<file path="src/rtl/spi_sipo_multi.sv">
// Multi-channel SPI receive deserialiser: lockstep shift, word framing on
// chip-select, and a valid/ready holding register with sticky overrun.
module spi_sipo_multi #(
    parameter int NUM_BITS     = 12,
    parameter int NUM_CHANNELS = 1,
    parameter bit LSB_FIRST    = 1'b0
) (
    input  logic                             clk,
    input  logic                             reset,
    input  logic [NUM_CHANNELS-1:0]          dataIn,
    input  logic                             enable,
    input  logic                             frameActive,
    input  logic                             dataReady,
    input  logic                             clearStatus,
    output logic [NUM_CHANNELS*NUM_BITS-1:0] dataOut,
    output logic                             dataValid,
    output logic                             overrun,
    output logic                             frameAbort,
    output logic                             busy
);

    localparam int W  = NUM_CHANNELS * NUM_BITS;
    localparam int CW = (NUM_BITS > 2) ? $clog2(NUM_BITS) : 1;
    localparam logic [CW-1:0] LAST = CW'(NUM_BITS - 1);

    typedef enum logic {
        IDLE,
        SHIFT
    } state_t;

    state_t          state_q, state_d;
    logic [W-1:0]    sr_q, sr_d;
    logic [W-1:0]    dout_q, dout_d;
    logic [CW-1:0]   cnt_q, cnt_d;
    logic            valid_q, valid_d;
    logic            ovr_q, ovr_d;
    logic            abort_q, abort_d;

    logic [W-1:0]        sr_shift;
    logic [NUM_BITS-1:0] word;
    logic                accept;
    logic                last_bit;
    logic                complete;
    logic                abort;
    logic                consume;

    assign accept   = enable & frameActive;
    assign last_bit = (cnt_q == LAST);
    assign complete = accept & last_bit;
    assign abort    = (state_q == SHIFT) & ~frameActive;
    assign consume  = valid_q & dataReady;

    // Every channel shifts in the same direction on the same strobe.
    always_comb begin
        sr_shift = '0;
        word     = '0;
        for (int c = 0; c < NUM_CHANNELS; c++) begin
            word = sr_q[c*NUM_BITS +: NUM_BITS];
            if (LSB_FIRST) begin
                sr_shift[c*NUM_BITS +: NUM_BITS] =
                    {dataIn[c], word[NUM_BITS-1:1]};
            end else begin
                sr_shift[c*NUM_BITS +: NUM_BITS] =
                    {word[NUM_BITS-2:0], dataIn[c]};
            end
        end
    end

    always_comb begin
        state_d = state_q;
        sr_d    = sr_q;
        cnt_d   = cnt_q;
        dout_d  = dout_q;
        valid_d = valid_q;
        ovr_d   = ovr_q;
        abort_d = 1'b0;

        if (accept) begin
            sr_d = sr_shift;
            if (last_bit) begin
                cnt_d   = '0;
                state_d = IDLE;
            end else begin
                cnt_d   = cnt_q + 1'b1;
                state_d = SHIFT;
            end
        end else if (abort) begin
            sr_d    = '0;
            cnt_d   = '0;
            state_d = IDLE;
            abort_d = 1'b1;
        end

        // A completing word always lands, even over an unconsumed one.
        if (complete) begin
            dout_d  = sr_shift;
            valid_d = 1'b1;
        end else if (consume) begin
            valid_d = 1'b0;
        end

        if (complete && valid_q && !dataReady) begin
            ovr_d = 1'b1;
        end else if (clearStatus) begin
            ovr_d = 1'b0;
        end
    end

    always_ff @(posedge clk or posedge reset) begin
        if (reset) begin
            state_q <= IDLE;
            sr_q    <= '0;
            cnt_q   <= '0;
            dout_q  <= '0;
            valid_q <= 1'b0;
            ovr_q   <= 1'b0;
            abort_q <= 1'b0;
        end else begin
            state_q <= state_d;
            sr_q    <= sr_d;
            cnt_q   <= cnt_d;
            dout_q  <= dout_d;
            valid_q <= valid_d;
            ovr_q   <= ovr_d;
            abort_q <= abort_d;
        end
    end

    assign dataOut    = dout_q;
    assign dataValid  = valid_q;
    assign overrun    = ovr_q;
    assign frameAbort = abort_q;
    assign busy       = (state_q == SHIFT);

endmodule

</file>
<file path="config.mk">
export PLATFORM = sky130hd
export DESIGN_NAME = spi_sipo_multi
export DESIGN_NICKNAME = d
export VERILOG_FILES = /design/src/rtl/spi_sipo_multi.sv
export SDC_FILE = /design/constraint.sdc
export NUM_CORES = 1
export LEC_CHECK = 0
export ABC_AREA = 1
export CORE_UTILIZATION = 54
export DETAILED_ROUTE_END_ITERATION = 7
export GPL_ROUTABILITY_DRIVEN = 0
export PLACE_DENSITY = 0.82
export SYNTH_ARGS = -nofsm -noshare
export SYNTH_HDL_FRONTEND = slang
export SYNTH_SLANG_ARGS = --single-unit
</file>
<file path="constraint.sdc">
create_clock -name clk -period 3.1 [get_ports clk]
set_input_delay 0.775 -clock clk [delete_from_list [all_inputs] [get_ports clk]]
set_output_delay 0.775 -clock clk [all_outputs]
set_load 0.02 [all_outputs]
</file>
==> impl_metrics.json <==
{
  "crit_path_start_kind": "primary input",
  "hold_violations": 0,
  "reg2reg_depth": 6,
  "critPathMaxFanout": 15,
  "initial_core_util": 0.5690,
  "totalNegativeSetupSlack_ns": 0,
  "overflow": 0,
  "status": "completed",
  "swShare": 0.2389,
  "cts_buffers": 5,
  "layout_min_cycle_time_ns": 2.109,
  "internal_power_mw": 0.5817,
  "ys_seq_elements": 31,
  "layout.nets": 153,
  "finalSetupViolCount": 0,
  "finalCritPeriodShare": 0.6803,
  "cts.sinks": 31,
  "ant_nets": 0,
  "crit_path_frequent_cell": "nand2_1",
  "hpwl_microns": 1425,
  "whs_path_depth": 2,
  "cts_tree": "built",
  "whs_endpoint": "dataOut[6]",
  "dieArea_sq_um": 2528,
  "path_depth": 6,
  "reg2reg_slack_ns": 1.74,
  "cpLargestDelayFamily": "simple AND/OR/NAND/NOR gates",
  "io_buffers": 22,
  "firstDrtPassIters": 4,
  "cp.arrival_ns": 2.31,
  "rows": 17,
  "antennaDiodeCount": 0,
  "insertion_delay_ns": 0.32,
  "antenna_found_initial": 0,
  "skew_ns": 0.005245,
  "synth.distinct_cells": 18,
  "dp_slack_ns": 0.6712,
  "htree_levels": 2,
  "drc": 0,
  "yosys.area.top_type_share": 0.6163,
  "num_vias": 869,
  "ys_warn_count": 0,
  "routedWlPerCell_microns": 11.72,
  "ys_seq_area_frac": 0.6163,
  "worst_slack_ns": 0.9912,
  "syn2layout_area_growth_pct": 23.86,
  "viasPerCell": 4.994,
  "switchingPower_mw": 0.1826,
  "cp-startpoint": "frameActive",
  "rsz0062_at_grt": "no",
  "design.core.area_sq_um": 2212,
  "synth_area_per_cell_sq_um": 10.58,
  "grt_use_total": 0.2038,
  "ys_top_cells_by_area": "dfrtp_1 (62%), o21ai_2 (8.3%), nand2_1 (8.1%)",
  "r2r_end": "dataOut[2]",
  "grt_start_max_net_pins": 32,
  "fmax_ghz": 0.4742,
  "drv_slew": 0,
  "worstMarginPinSlew_ns": 0.4661,
  "syn_area_sq_um": 1259,
  "ctsRootBufferMaster": "clkbuf_4",
  "max-clock-path-buffers": 2,
  "io_pins": 23,
  "maxCapViolations": 0,
  "ctsResizeCount": 0,
  "die_h_microns": 50.28,
  "routed_wirelength_microns": 2040,
  "drtIter0Drc": 21,
  "power_density_nw_per_um2": 490.2,
  "syn_inst": 119,
  "combPwrFrac": 0.092,
  "reg2reg_from": "cnt_q[1]",
  "critPathKind": "in -> reg",
  "hp-start": "dataOut[6]",
  "slowest_stage": "clkdlybuf4s50_1",
  "synth_nets": 127,
  "crit_chain": "clkdlybuf4s50_1, nand2_1, nand2_1, inv_1, nand2_1, o21ai_0",
  "end_kind": "register",
  "p_seq_frac": 0.566,
  "layout-drive-gt1-share": 0.1644,
  "vdd_ir_drop_max_v": 0.0004246,
  "grt_pass1_wl_microns": 3560,
  "power_frac_clock": 0.341,
  "postCtsSetupBuffers": 0,
  "crit_required_ns": 3.30,
  "min_path_type": "reg -> reg",
  "max_slew_margin": 0.6885,
  "cts.clk_slew.worst_paths_ns": 0.09,
  "cts_hold_buf": 0,
  "die_width_microns": 50.28,
  "grt_pass1_vias": 840,
  "leakage_nw": 0.7567,
  "cpPeakStageDelay_ns": 0.47,
  "crit_buf_inv": 2,
  "netlist.top_cell.by_area": "dfrtp_1"
}
## cells in the final DEF (no fill, tap or decap), drive strengths merged
| master | Yosys | routed |
|---|---|---|
| nand4 | 1 | 1 |
| clkbuf | 0 | 8 |
| ha | 1 | 1 |
| o22ai | 12 | 12 |
| nor2 | 2 | 2 |
| o21ai | 14 | 14 |
| xor2 | 1 | 1 |
| buf | 4 | 1 |
| inv | 21 | 21 |
| nand3 | 3 | 3 |
| nand2 | 29 | 29 |
| clkdlybuf4s50 | 0 | 22 |
| dfrtp | 31 | 31 |
## per-layer routing
layer / up-vias / part of all wire / GRT usage
met5: - / 0 / 0
met4: 0 / 0.022 / 0.1190
met3: 6 / 0.053 / 0.09091
met2: 18 / 0.47 / 0.3133
met1: 414 / 0.45 / 0.2331
li1: 431 / - / -
## sequential cells by signal, indices dropped and copies added, names as in the netlist
name,count
dataOut,12
overrun,1
cnt_q,4
frameAbort,1
sr_q,11
busy,1
dataValid,1
## synthesized netlist by cell type
library cell and instances:
nand2_2 1, ha_1 1, buf_2 1, nor2_1 1, o22ai_1 11, nand2_4 1
inv_1 21, o22ai_2 1, buf_1 1, xor2_1 1, dfrtp_1 31, nand3_1 3
o21ai_2 12, nand4_1 1, nand2_1 27, buf_6 2, nor2_4 1, o21ai_0 2
## stage by stage
stage          power (mW)  cells  hold WS, ns  area (sq um)    util
2_1_floorplan      0.4871    119       0.4893          1259       -
3_3_place_gp       0.5087    166       0.4638          1490  0.6736
3_5_place_dp       0.5121    166       0.4702          1490  0.6736
4_1_cts            0.7733    174       0.4920          1559  0.7048
5_1_grt            0.8023    174       0.5223          1559  0.7048
6_report           0.7643    174       0.4883          1559  0.7048
## cells by family after synthesis
family | share of synthesized area
xor gates and xnor gates | 0.006960
buffers and inverters | 0.08747
DFF | 0.6163
and+or+nand+nor | 0.1233
AOI/OAI and AO/OA | 0.1561
adders and majority gates | 0.009939
## final cells by class
type                       instances  area [sq um]
sequential                        31         775.7
fill                             173         653.1
multi-input combinational         63         372.9
timing repair buffer              23         227.7
inverter                          21         78.83
clock buffer                       8         68.82
tap                               28         35.03
## power groups by stage
| stage | Combinational [mW] | Sequential, mW | Clock, mW |
|---|---|---|---|
| 4_1_cts | 0.0715 | 0.433 | 0.269 |
| 3_5_place_dp | 0.0712 | 0.441 | 0 |
| 2_1_floorplan | 0.0444 | 0.443 | 0 |
| 3_3_place_gp | 0.0687 | 0.440 | 0 |
| 5_1_grt | 0.0799 | 0.435 | 0.288 |
| 6_report | 0.0706 | 0.433 | 0.261 |
## worst register-to-register path, stage by stage (launching register included)
cell,delay (ns)
dfrtp_1,0.40
ha_1,0.22
nand2_2,0.08
nor2_4,0.13
nand2_4,0.21
nand2_1,0.15
o21ai_2,0.06
## how the worst max path moves through the flow
stage	endpoint	slack, ns
after floorplan	busy	1.66
after global placement	busy	0.77
after detailed placement	busy	0.67
after CTS	busy	1.00
after global routing	busy	0.85
final	busy	0.99
Note: power is estimated with default switching activity, not from simulation.
